`config.mk`:
```
export PLATFORM = sky130hd
export DESIGN_NAME = trigger_wheel_sim
export DESIGN_NICKNAME = d
export VERILOG_FILES = /design/src/rtl/trigger_wheel_sim_pkg.sv /design/src/rtl/trigger_wheel_sim_tooth_timer.sv /design/src/rtl/trigger_wheel_sim.sv
export SDC_FILE = /design/constraint.sdc
export NUM_CORES = 1
export LEC_CHECK = 0
export ABC_AREA = 0
export BUFFER_PORTS_ARGS = -buffer_cell sky130_fd_sc_hd__buf_2
export CAP_MARGIN = 15
export CORE_AREA = 2 2 112 114
export DETAILED_ROUTE_END_ITERATION = 12
export DIE_AREA = 0 0 114 116
export GPL_ROUTABILITY_DRIVEN = 0
export GPL_TIMING_DRIVEN = 0
export PLACE_DENSITY = 0.68
export SYNTH_ARGS = -nofsm -noshare
export SYNTH_HDL_FRONTEND = slang
export SYNTH_SLANG_ARGS = --single-unit
```
`constraint.sdc`:
```
create_clock -name i_clk -period 6.6 [get_ports i_clk]
set_clock_uncertainty 0.1 [all_clocks]
set_input_delay 0.99 -clock i_clk [delete_from_list [all_inputs] [get_ports i_clk]]
set_output_delay 0.99 -clock i_clk [all_outputs]
set_load 0.01 [all_outputs]
```
`src/rtl/trigger_wheel_sim_pkg.sv`:
```
// Shared defaults and helpers for the crank/cam trigger-wheel generator.
package trigger_wheel_sim_pkg;

    localparam int unsigned TRIG_TEETH          = 36;
    localparam int unsigned TRIG_MISSING        = 1;
    localparam int unsigned TRIG_PERIOD_W       = 16;
    localparam int unsigned TRIG_DEFAULT_PERIOD = 1000;
    localparam int unsigned TRIG_MIN_PERIOD     = 4;
    localparam int unsigned TRIG_CAM_SLOT       = 5;
    localparam int unsigned TRIG_CAM_WIDTH      = 2;
    localparam int unsigned TRIG_RAMP_STEP      = 10;

    // One slew step from cur toward tgt; lands exactly on tgt once within one step.
    function automatic logic [31:0] ramp_toward(input logic [31:0] cur,
                                                input logic [31:0] tgt,
                                                input logic [31:0] step);
        logic [31:0] res;
        res = cur;
        if (cur < tgt) begin
            res = ((tgt - cur) <= step) ? tgt : cur + step;
        end else if (cur > tgt) begin
            res = ((cur - tgt) <= step) ? tgt : cur - step;
        end
        return res;
    endfunction

endpackage

```
`src/rtl/trigger_wheel_sim_tooth_timer.sv`:
```
// Tooth tick counter: produces the tooth-boundary strobe and owns the applied/target period.
module trigger_wheel_sim_tooth_timer
    import trigger_wheel_sim_pkg::*;
#(
    parameter int unsigned PERIOD_W       = TRIG_PERIOD_W,
    parameter int unsigned DEFAULT_PERIOD = TRIG_DEFAULT_PERIOD,
    parameter int unsigned MIN_PERIOD     = TRIG_MIN_PERIOD,
    parameter int unsigned RAMP_STEP      = TRIG_RAMP_STEP
) (
    input  logic                i_clk,
    input  logic                i_rst,
    input  logic                i_enable,
    input  logic                i_ramp_mode,
    input  logic [PERIOD_W-1:0] i_period_in,
    input  logic                i_period_load,
    output logic                o_boundary,
    output logic [PERIOD_W-1:0] o_tick,
    output logic [PERIOD_W-1:0] o_cur_period
);

    localparam logic [PERIOD_W-1:0] DefPeriod = PERIOD_W'(DEFAULT_PERIOD);
    localparam logic [PERIOD_W-1:0] MinPeriod = PERIOD_W'(MIN_PERIOD);
    localparam logic [PERIOD_W-1:0] One       = PERIOD_W'(1);

    logic [PERIOD_W-1:0] r_tick;
    logic [PERIOD_W-1:0] r_cur_period;
    logic [PERIOD_W-1:0] r_target;
    logic [PERIOD_W-1:0] w_load_val;
    logic [PERIOD_W-1:0] w_target;
    logic [PERIOD_W-1:0] w_next_period;
    logic                w_boundary;

    always_comb begin
        w_load_val = (i_period_in < MinPeriod) ? MinPeriod : i_period_in;
        // A load landing on the boundary cycle takes effect at that same boundary.
        w_target   = i_period_load ? w_load_val : r_target;
        w_boundary = i_enable && (r_tick == (r_cur_period - One));
        if (i_ramp_mode) begin
            w_next_period = PERIOD_W'(ramp_toward(32'(r_cur_period), 32'(w_target),
                                                  32'(RAMP_STEP)));
        end else begin
            w_next_period = w_target;
        end
    end

    always_ff @(posedge i_clk) begin
        if (i_rst) begin
            r_tick       <= '0;
            r_cur_period <= DefPeriod;
            r_target     <= DefPeriod;
        end else begin
            if (i_period_load) begin
                r_target <= w_load_val;
            end
            if (w_boundary) begin
                r_tick       <= '0;
                r_cur_period <= w_next_period;
            end else if (i_enable) begin
                r_tick <= r_tick + One;
            end
        end
    end

    assign o_boundary   = w_boundary;
    assign o_tick       = r_tick;
    assign o_cur_period = r_cur_period;

endmodule

```
`src/rtl/trigger_wheel_sim.sv`:
```
// N-M crank wheel, cam and gap-sync generator for driving the vrin path without a real sensor.
module trigger_wheel_sim
    import trigger_wheel_sim_pkg::*;
#(
    parameter int unsigned TEETH          = TRIG_TEETH,
    parameter int unsigned MISSING        = TRIG_MISSING,
    parameter int unsigned PERIOD_W       = TRIG_PERIOD_W,
    parameter int unsigned DEFAULT_PERIOD = TRIG_DEFAULT_PERIOD,
    parameter int unsigned MIN_PERIOD     = TRIG_MIN_PERIOD,
    parameter int unsigned CAM_SLOT       = TRIG_CAM_SLOT,
    parameter int unsigned CAM_WIDTH      = TRIG_CAM_WIDTH,
    parameter int unsigned RAMP_STEP      = TRIG_RAMP_STEP
) (
    input  logic                       i_clk,
    input  logic                       i_rst,
    input  logic                       i_enable,
    input  logic                       i_ramp_mode,
    input  logic [PERIOD_W-1:0]        i_period_in,
    input  logic                       i_period_load,
    output logic                       o_crank,
    output logic                       o_cam,
    output logic                       o_sync_pulse,
    output logic [$clog2(TEETH)-1:0]   o_tooth_idx,
    output logic                       o_rev_odd,
    output logic [PERIOD_W-1:0]        o_cur_period
);

    localparam int unsigned IDX_W = $clog2(TEETH);
    localparam logic [IDX_W-1:0] LastSlot  = IDX_W'(TEETH - 1);
    localparam logic [IDX_W-1:0] FirstGap  = IDX_W'(TEETH - MISSING);
    localparam logic [IDX_W-1:0] CamLo     = IDX_W'(CAM_SLOT);
    localparam logic [IDX_W:0]   CamHi     = (IDX_W + 1)'(CAM_SLOT + CAM_WIDTH);

    if (TEETH < 4) begin : g_bad_teeth
        $error("TEETH must be at least 4");
    end
    if (MISSING < 1 || MISSING >= TEETH - 1) begin : g_bad_missing
        $error("MISSING must be in 1..TEETH-2");
    end
    if (CAM_SLOT + CAM_WIDTH > TEETH) begin : g_bad_cam
        $error("cam window must not wrap past the last slot");
    end
    if (DEFAULT_PERIOD < MIN_PERIOD) begin : g_bad_default
        $error("DEFAULT_PERIOD below MIN_PERIOD");
    end

    logic                w_boundary;
    logic [PERIOD_W-1:0] w_tick;
    logic [PERIOD_W-1:0] w_cur_period;
    logic                w_wrap_rev;
    logic [IDX_W-1:0]    w_next_idx;
    logic                w_crank;
    logic                w_cam;
    logic [IDX_W-1:0]    r_tooth_idx;
    logic                r_rev_odd;
    logic                r_crank;
    logic                r_cam;
    logic                r_sync;

    trigger_wheel_sim_tooth_timer #(
        .PERIOD_W       (PERIOD_W),
        .DEFAULT_PERIOD (DEFAULT_PERIOD),
        .MIN_PERIOD     (MIN_PERIOD),
        .RAMP_STEP      (RAMP_STEP)
    ) u_timer (
        .i_clk         (i_clk),
        .i_rst         (i_rst),
        .i_enable      (i_enable),
        .i_ramp_mode   (i_ramp_mode),
        .i_period_in   (i_period_in),
        .i_period_load (i_period_load),
        .o_boundary    (w_boundary),
        .o_tick        (w_tick),
        .o_cur_period  (w_cur_period)
    );

    always_comb begin
        w_wrap_rev = w_boundary && (r_tooth_idx == LastSlot);
        w_next_idx = w_wrap_rev ? '0 : r_tooth_idx + IDX_W'(1);
        w_crank    = i_enable && (w_tick < (w_cur_period >> 1)) && (r_tooth_idx < FirstGap);
        w_cam      = i_enable && r_rev_odd && (r_tooth_idx >= CamLo)
                     && ({1'b0, r_tooth_idx} < CamHi);
    end

    always_ff @(posedge i_clk) begin
        if (i_rst) begin
            r_tooth_idx <= '0;
            r_rev_odd   <= 1'b0;
            r_crank     <= 1'b0;
            r_cam       <= 1'b0;
            r_sync      <= 1'b0;
        end else begin
            r_crank <= w_crank;
            r_cam   <= w_cam;
            // Sync and parity flip coincide with the first tick of slot 0.
            r_sync  <= w_wrap_rev;
            if (w_boundary) begin
                r_tooth_idx <= w_next_idx;
            end
            if (w_wrap_rev) begin
                r_rev_odd <= ~r_rev_odd;
            end
        end
    end

    assign o_crank      = r_crank;
    assign o_cam        = r_cam;
    assign o_sync_pulse = r_sync;
    assign o_tooth_idx  = r_tooth_idx;
    assign o_rev_odd    = r_rev_odd;
    assign o_cur_period = w_cur_period;

endmodule

```
**After elaboration in Yosys (flattened, before gate mapping)**

Cells that the tools add are included.

- Flip-flop bits (word level): 58
- Word-level logic and storage cells: 45

- $add $sub $neg: 7
- Order comparisons: 9
- Equality and inequality tests: 3
- Muxes and demuxes: 8
- Bitwise operators: 1
- Reduce and logical (&&, ||, !) cells: 9

Operator list:

| kind | count |
|---|---|
| 16-bit two-way mux | 7 |
| 32-bit by 4-bit <= comparator with 1-bit output (second input constant) | 2 |
| 16-bit by 16-bit subtractor with 17-bit output | 2 |
| 16-bit by 1-bit adder with 16-bit output (second input constant) | 1 |
| 16-bit by 4-bit adder with 16-bit output (second input constant) | 1 |
| 16-bit equality test | 1 |
| 16-bit > comparator | 1 |
| 16-bit by 15-bit less-than comparator with 1-bit output | 1 |
| 16-bit less-than comparator | 1 |
| 16-bit by 3-bit less-than comparator with 1-bit output (second input constant) | 1 |
| 16-bit by 1-bit subtractor with 16-bit output (second input constant) | 1 |
| 16-bit by 4-bit subtractor with 16-bit output (second input constant) | 1 |
| 1-bit logical AND | 7 |
| 6-bit by 1-bit adder with 6-bit output (second input constant) | 1 |
| 6-bit equality test (second input constant) | 1 |
| 6-bit by 3-bit >= comparator with 1-bit output (second input constant) | 1 |
| 6-bit by 3-bit less-than comparator with 1-bit output (second input constant) | 1 |
| 6-bit less-than comparator (second input constant) | 1 |
| 6-bit two-way mux | 1 |
| 3-bit by 1-bit != test with 1-bit output (second input constant) | 1 |
| 2-bit AND reduction | 1 |
| 2-bit OR reduction | 1 |
| 1-bit NOT | 1 |

**Longest topological paths before layout**

Gate-level depths: netlist of the first run.

- Word-level depth: 9
- Depth in mapped cells: 19
- Depth with buffers taken out: 17

**Modules after synthesis**

From an unflattened synthesis of the first run, not the netlist that was laid out.

- Cell total of the unflattened synthesis: 793
- Area, all modules: 6,147.1 um2

By module, submodules not included:

| module | instances | cells each | area each (um2) | seq. area each (um2) |
|---|---|---|---|---|
| trigger_wheel_sim_tooth_timer | 1 | 700 | 5,341.4 | 960.9 |
| trigger_wheel_sim | 1 | 93 | 805.8 | 200.2 |

**Worst setup path after synthesis of the first run**

OpenSTA, ideal clock, no wires.

- Path type: input -> register
- Start point: in i_period_load
- End point: reg u_timer.r_cur_period[15], in the netlist u_timer.o_cur_period[15]
- Library setup time: 134 ps
- Data arrival time: 4,609 ps
- Data required time: 6,366 ps
- Setup slack: 1,757 ps
- Cell stages on the path: 19
- Cells stage by stage: clkbuf_1 inv_1 a41oi_1 inv_1 o22ai_1 inv_1 ha_1 buf_2 nand4_1 o221ai_1 a21oi_1 xnor2_1 or4_1 nor4_2 a31o_2 buf_8 o32ai_1 a211oi_1 a211oi_1

- Word-level cells in the longest chain between the ends: 7

RTL lines:

| element | line | RTL |
|---|---|---|
| start: declaration | trigger_wheel_sim.sv:19 | `input logic i_period_load,` |
| 16-bit two-way mux * | trigger_wheel_sim_tooth_timer.sv:36 | `w_target = i_period_load ? w_load_val : r_target;` |
| named net u_timer.w_target[2] | trigger_wheel_sim_tooth_timer.sv:29 | `logic [PERIOD_W-1:0] w_target;` |
| 16-bit by 16-bit subtractor with 17-bit output | trigger_wheel_sim_pkg.sv:22 | `res = ((cur - tgt) <= step) ? tgt : cur - step;` |
| 32-bit by 4-bit <= comparator with 1-bit output | trigger_wheel_sim_pkg.sv:22 |  |
| 16-bit two-way mux | trigger_wheel_sim_pkg.sv:22 |  |
| 16-bit two-way mux | trigger_wheel_sim_pkg.sv:21 | `end else if (cur > tgt) begin` |
| 16-bit two-way mux | trigger_wheel_sim_pkg.sv:19 | `if (cur < tgt) begin` |
| 16-bit two-way mux | trigger_wheel_sim_tooth_timer.sv:38 | `if (i_ramp_mode) begin` |
| end signal: assignment | trigger_wheel_sim_tooth_timer.sv:49 | `r_cur_period <= DefPeriod;` |
| end signal: assignment | trigger_wheel_sim_tooth_timer.sv:57 | `r_cur_period <= w_next_period;` |
| end: declaration | trigger_wheel_sim_tooth_timer.sv:26 | `logic [PERIOD_W-1:0] r_cur_period;` |

Mark *: on every way through the listed nets, which the timed path passes. The rest lies on a longest branch. The select of a mux whose other input is x is not followed.
A chain may end at the register's enable or synchronous reset.

**Worst setup path after layout of the first run**

- Start point: in i_period_in[13]
- End point: reg u_timer.r_cur_period[0], in the netlist u_timer.o_cur_period[0]

- Word-level cells in the longest chain between the ends: 9

RTL lines:

| element | line | RTL |
|---|---|---|
| start: declaration | trigger_wheel_sim.sv:18 | `input logic [PERIOD_W-1:0] i_period_in,` |
| 16-bit by 3-bit less-than comparator with 1-bit output * | trigger_wheel_sim_tooth_timer.sv:34 | `w_load_val = (i_period_in < MinPeriod) ? MinPeriod : i_period_in;` |
| 16-bit two-way mux * | trigger_wheel_sim_tooth_timer.sv:34 |  |
| 16-bit two-way mux * | trigger_wheel_sim_tooth_timer.sv:36 |  |
| named net u_timer.w_target[1] | trigger_wheel_sim_tooth_timer.sv:29 |  |
| 16-bit by 16-bit subtractor with 17-bit output | trigger_wheel_sim_pkg.sv:22 |  |
| 32-bit by 4-bit <= comparator with 1-bit output | trigger_wheel_sim_pkg.sv:22 |  |
| 16-bit two-way mux | trigger_wheel_sim_pkg.sv:22 |  |
| 16-bit two-way mux | trigger_wheel_sim_pkg.sv:21 |  |
| 16-bit two-way mux | trigger_wheel_sim_pkg.sv:19 |  |
| 16-bit two-way mux | trigger_wheel_sim_tooth_timer.sv:38 |  |

Marks and branches as above.

==> results of run 1 <==
-- logic make-up (layout without fill, tap and decap cells) --
logic type | count (synthesis) | in the layout
XOR/XNOR | 60 | 60
flip-flops | 58 | 58
multiplexers | 24 | 24
AND/OR/NAND/NOR | 273 | 273
adder cells (fa/ha/maj) | 59 | 59
buffers and inverters | 87 | 146
AO/OA/AOI/OAI | 205 | 205
-- metal layers --
layer / share of wire, % / vias to the layer above / wire length, um / GRT usage (%)
li1: - / 2905 / - / -
met1: 42 / 2904 / 8100 / 37.3
met2: 47 / 319 / 8950 / 49.2
met3: 7.1 / 64 / 1370 / 5.13
met4: 4.2 / 0 / 809 / 13.6
met5: 0 / - / 0 / 0
-- state kept, by name (all words and copies together) (netlist names) --
name                  cells
o_crank                   1
o_cam                     1
o_rev_odd                 1
u_timer.o_tick           16
o_sync_pulse              1
u_timer.o_cur_period     16
o_tooth_idx               6
u_timer.r_target         16
-- metrics by stage --
step / instance area [um2] / utilization [%] / total power (uW) / setup WS [ns] / hold slack, ns
final: 6620 / 55.5 / 1060 / 0.666 / 0.417
after CTS: 6610 / 55.5 / 1060 / 0.933 / 0.416
after detailed placement: 6320 / 53.1 / 595 / 0.591 / 0.406
after floorplan: 5920 / - / 536 / 1.76 / 0.368
after global placement: 6320 / 53.1 / 589 / 0.708 / 0.389
after global routing: 6620 / 55.5 / 1100 / 0.419 / 0.437
-- worst max-delay path, delay by kind of cell --
kind | cells | cell delay, ns
adder cells (fa/ha/maj) | 1 | 0.38
AO/OA/AOI/OAI | 7 | 2.45
AND/OR/NAND/NOR | 6 | 1.76
buffers and inverters | 3 | 0.50
-- power groups by stage --
stage	logic (uW)	registers, uW	clock network [uW]
after floorplan	168	368	0
final	234	362	461
after detailed placement	225	369	0
after CTS	227	362	469
after global placement	221	369	0
after global routing	253	363	481
-- cells in the final DEF (no fill, tap or decap), types with 31 or more instances in the layout --
cell | synthesis | final
a21oi_1 | 59 | 59
buf_2 | 8 | 52
dfxtp_1 | 58 | 58
ha_1 | 57 | 57
inv_1 | 46 | 46
nand2_1 | 55 | 55
nor2_1 | 61 | 61
o21ai_0 | 41 | 41
xor2_1 | 31 | 31
-- layout make-up --
cell class,instances,area share [%]
Tap cell,147,2.78
Timing Repair Buffer,44,3.33
Multi-Input combinational cell,621,65.5
Clock buffer,12,3.73
Buffer,40,3.82
Sequential cell,58,17.6
Clock inverter,3,0.605
Inverter,47,2.67
-- worst min-delay path by stage --
stage	start	to	cells past startpoint	slack [ns]
2_1_floorplan	u_timer.r_target[3]	u_timer.r_target[3]	2	0.37
3_3_place_gp	o_rev_odd	o_rev_odd	2	0.39
3_5_place_dp	o_rev_odd	o_rev_odd	2	0.41
4_1_cts	o_rev_odd	o_rev_odd	2	0.42
5_1_grt	o_rev_odd	o_rev_odd	2	0.44
6_report	o_rev_odd	o_rev_odd	2	0.42
==> run metrics, run 1 <==
status=finished clean; Root Buffer=clkbuf_16; Critical Path Sink=u_timer.o_cur_period[0]; CTS H-tree depth=3; R2R Path Start=u_timer.r_target[1]; arrival time worst endpoint=6.09 ns; Net Sw Frac=29.6%; Final Hold Fails=0; post-route setup TNS=0 ns; commonest register cell after synthesis=dfxtp_1; TritonRoute pass-1 iters=6; Clk pwr share=43.6%; RSZ-0062 raised after global routing=false; Area Overhead vs Synth=11.7%; IO Pins=47; Reg2Reg Depth=14; NetSw=313 uW; post-synthesis mux area share=4.10%; post-synthesis sequential area ratio=19.6%; Hold WC Path Type=reg2reg; placed cells=956; clock tree buffer depth=2; number of synthesized flops with an enable pin=0; final cell count without fillers=972; GRT Resource Usage Total=29.5%; cell leakage power=0.00291 uW; largest cells by area after synthesis=dfxtp_1 20%, ha_1 12%, a21oi_1 5.0%, xor2_1 4.6%, xnor2_1 4.3%; # rows=40; post-synthesis compound-gate area fraction=23.3%; net count reported at finish=901; Power Dens Cells=160 nW/um2; Synth Area in Simple Gates=24.2%; Post-DP HPWL=15100 um; setup slack, reg-to-reg=1.80 ns; CP Class=in2reg; most common cell in the netlist=nor2_1; Vert. Die Dim=116 um; cts repair resizes=0; first-pass GRT wire length=30500 um; RR Endpoint=u_timer.o_cur_period[0]; crit path capture type=register; main combinational cell family by area after synthesis=simple AND/OR/NAND/NOR gates; Initial Util=49.7%; CTS tree=yes; Slew HR=40.3%; crit-path max cell delay=0.73 ns; count of cell types in the netlist=78; wire per inst=19.8 um; Routed Antenna Nets=0; Max IR drop VDD=0.153 mV; CP startpoint=i_period_in[13]; Hold Buf Count CTS=0; Peak Freq=0.169 GHz; initial antenna violation count=0; internal power=744 uW; largest net degree at the start of global routing=11; top cell type's share of synthesized area=19.6%; core area=11900 um2; Worst Path Required=6.75 ns; Multi-input gate area=4330 um2; CP max stage cell=a22oi_1; Sequential Power Share=34.3%; Syn Std Cell Area=5920 um2; Die Width=114 um; #FFs+latches synth=58; number of port buffers=43; Period Utilization, post-route=89.9%; drc violations=0; Iter 0 DRT Violations=639; Inserted Clock Buffers=9; Slew @ Worst Pin=0.896 ns; Yosys top cell by area=dfxtp_1; die area=13200 um2; Routed WL=19200 um; fillcell total=1159; Remaining Overflow, GRT=0; post-synthesis xor/xnor area fraction=8.87%; vias in the first global route=5818; asr flop ratio synth=0%; critical path, cell by cell=buf_2 > nor4_1 > a41oi_1 > a22oi_1 > inv_1 > ha_1 > nand3b_1 > a211oi_1 > o21ai_0 > a222oi_1 > and4_1 > nand4_1 > or2_1 > nand2_4 > buf_8 > a21oi_2 > a311oi_2; final setup violation count=0; post-CTS setup repair buffer count=0; max cap viols=0; Max Slew Vio Count=0; Mapped Nets=846; ANT cells=0; Comb pwr share=22.1%; min cycle time layout=5.93 ns; total number of vias=6192; share of cells above drive strength 1=13.1%; Synth Instances=766; Sink Count=58; vias per cell=6.37; clk slew on worst S/H paths=0.05 ns; Syn Area/Cell=7.73 um2; Reg area=1160 um2; CP Launch Type=input pin; Critical Path Fanout Max=10; Clk Latency, worst-skew pair=0.34 ns; Adder-Cell Fraction of Synth Area=12.7%; Synth warnings=0; most common library cells after synthesis=61 x nor2_1, 59 x a21oi_1, 58 x dfxtp_1, 57 x ha_1, 55 x nand2_1
Note: power is estimated with default switching activity, not from simulation.
==> run 2: changes to the inputs <==
Settings changed: ABC_AREA 0 to 1, CORE_AREA 2 2 112 114 to 2 2 120 122, DIE_AREA 0 0 114 116 to 0 0 122 124, MAX_ROUTING_LAYER set to met4, PLACE_DENSITY 0.68 to 0.67.
==> run 2 against run 1 <==
Net effect: register-to-register slack improved by 0.96 ns; die area is 14% higher; sequential power about the same; critical path type unchanged; global-route usage is 0.50 points higher; sequential cell count unchanged; area after synthesis rose by 14%; critical endpoint is now u_timer.o_cur_period[6]; core utilization shrank 1.0 points; non-clock buffer count shrank 9; highest routed layer unchanged; combinational power increased by 9.8%; wire length is 9.5% higher.
==> run metrics, run 2 <==
status=finished clean; Post-DP HPWL=17400 um; largest cells by area after synthesis=nand2_1 19%, dfxtp_1 17%, ha_1 11%, inv_1 8.9%, nand3_1 7.5%; Synth warnings=0; Die Width=122 um; cts repair resizes=0; Peak Freq=0.192 GHz; post-CTS setup repair buffer count=0; asr flop ratio synth=0%; Clk pwr share=41.5%; post-synthesis sequential area ratio=17.2%; post-route setup TNS=0 ns; Hold WS=0.398 ns; top cell type's share of synthesized area=19.4%; # rows=43; #FFs+latches synth=58; Net Sw Frac=34.5%; clock tree buffer depth=2; CTS tree=yes; die area=15100 um2; vias in the first global route=6899; Design Power=1060 uW; Iter 0 DRT Violations=562; Reg2Reg Depth=16; Syn Area/Cell=5.90 um2; cell area after layout=7480 um2; CP Class=in2reg; RR Endpoint=u_timer.o_cur_period[12]; min cycle time layout=5.20 ns; DP Area=7210 um2; number of synthesized flops with an enable pin=0; wire per inst=15.2 um; Initial Util=49.3%; CTS H-tree depth=3; worst hold start=o_rev_odd; Final Hold Fails=0; Max IR drop VDD=0.121 mV; ANT cells=0; Vert. Die Dim=124 um; total number of vias=7275; TritonRoute pass-1 iters=7; Inserted Clock Buffers=9; Max Slew Vio Count=0; Hold Crit Depth=1; Syn Std Cell Area=6760 um2; most frequent cells in the layout=349 x nand2_1, 161 x inv_1, 101 x nand3_1, 97 x nor2_1; most common library cells after synthesis=349 x nand2_1, 161 x inv_1, 101 x nand3_1, 97 x nor2_1; Clk Latency, worst-skew pair=0.34 ns; final setup violation count=0; Area Overhead vs Synth=10.6%; CP Launch Type=input pin; max cap viols=0; Mapped Nets=1225; NetSw=364 uW; Remaining Overflow, GRT=0; Routed Antenna Nets=0; Critical Path Fanout Max=10; Period Utilization, post-route=78.7%; initial antenna violation count=0; most common cell in the netlist=nand2_1; Worst Path Required=6.69 ns; Sink Count=58; count of cell types in the netlist=42; Routed WL=21100 um; core area=13700 um2; GRT Resource Usage Total=30.0%; cell leakage power=0.00396 uW; Slew HR=46.1%; Root Buffer=clkbuf_16; Hold Buf Count CTS=0; number of port buffers=44; crit path capture type=register; largest net degree at the start of global routing=12; vias per cell=5.25; Hold WC Path Type=reg2reg; Synth Instances=1145; setup slack, reg-to-reg=2.76 ns; Yosys top cell by area=nand2_1; Sequential Power Share=34.2%; net count reported at finish=1280; RSZ-0062 raised after global routing=false; Comb pwr share=24.4%; internal power=692 uW; Slew @ Worst Pin=0.800 ns; drc violations=0; commonest non-fill, non-tap cell in the layout=nand2_1; arrival time worst endpoint=5.29 ns; first-pass GRT wire length=33900 um; R2R Path Start=u_timer.r_target[4]; IO Pins=47; Power Dens Cells=141 nW/um2; commonest register cell after synthesis=dfxtp_1; clk slew on worst S/H paths=0.06 ns; Worst Hold End=o_rev_odd; share of cells above drive strength 1=11.4%
run 2: cell count changes in the layout (fill, tap and decap cells not counted), sizes merged, moves of 19 or more:
cell	delta
nand3	+76
nand2	+302
inv	+131
mux2i	-22
nand4	+19
nor2	+58
run 2: how the worst max path moves through the flow:
stage	start	to	slack, ns	cells after the start
2_1_floorplan	i_period_in[10]	u_timer.o_cur_period[15]	2.82	22
3_3_place_gp	i_period_in[15]	u_timer.o_cur_period[12]	1.17	21
4_1_cts	i_period_in[15]	u_timer.o_cur_period[7]	1.51	21
5_1_grt	i_period_in[15]	u_timer.o_cur_period[10]	1.21	21
6_report	i_period_in[15]	u_timer.o_cur_period[6]	1.40	21
3_5_place_dp	i_period_in[15]	u_timer.o_cur_period[6]	1.18	21
run 2: cell type report:
| type | instances | area [um2] |
|---|---|---|
| Buffer | 31 | 173 |
| Clock buffer | 10 | 229 |
| Clock inverter | 6 | 42.5 |
| Fill cell | 1490 | 6240 |
| Inverter | 176 | 661 |
| Multi-Input combinational cell | 880 | 4770 |
| Sequential cell | 58 | 1160 |
| Tap cell | 180 | 225 |
| Timing Repair Buffer | 44 | 220 |
run 2: metrics by stage:
stage	std cells	setup slack [ns]	util [%]
final	1385	1.40	54.5
after detailed placement	1369	1.18	52.5
after global routing	1385	1.21	54.5
after floorplan	1145	2.82	-
after global placement	1369	1.17	52.5
after CTS	1385	1.51	54.5
run 2: worst max-delay path, cell delays in order:
cell and delay, ns:
buf_2 0.10, nor4_1 0.70, nand4_1 0.27, a31oi_1 0.40, inv_1 0.16, ha_1 0.37
nand2_1 0.08, nand2_1 0.08, inv_1 0.07, nand2_1 0.12, nand2_1 0.10, nand2_1 0.13
nand2_1 0.12, nand2_1 0.11, a21oi_2 0.34, inv_2 0.20, nand4_1 0.22, nand3_2 0.24
buf_2 0.28, nand2_1 0.09, nand3_1 0.08
run 2: routing by layer:
metal / GRT usage, % / wire length, um / part of all wire [%] / vias up
li1: - / - / - / 3754
met1: 35.1 / 9160 / 43 / 3265
met2: 52.5 / 10200 / 48 / 207
met3: 3.07 / 980 / 4.7 / 49
met4: 12.6 / 735 / 3.5 / 0
met5: - / 0 / 0 / -
run 2: logic make-up after synthesis:
group / Yosys count / share of synthesized area, %
xor+xnor: 52 / 6.85
fa+ha+maj: 59 / 11.1
flops: 58 / 17.2
buf+inv: 207 / 12.3
simple gates: 660 / 43.8
compound gates: 109 / 8.66
run 2: power groups by stage:
stage                     combinational [uW]  clock (uW)  sequential [uW]
after floorplan                          187           0              368
after global placement                   251           0              368
after detailed placement                 252           0              368
after CTS                                254         443              361
after global routing                     292         452              361
final                                    257         438              361
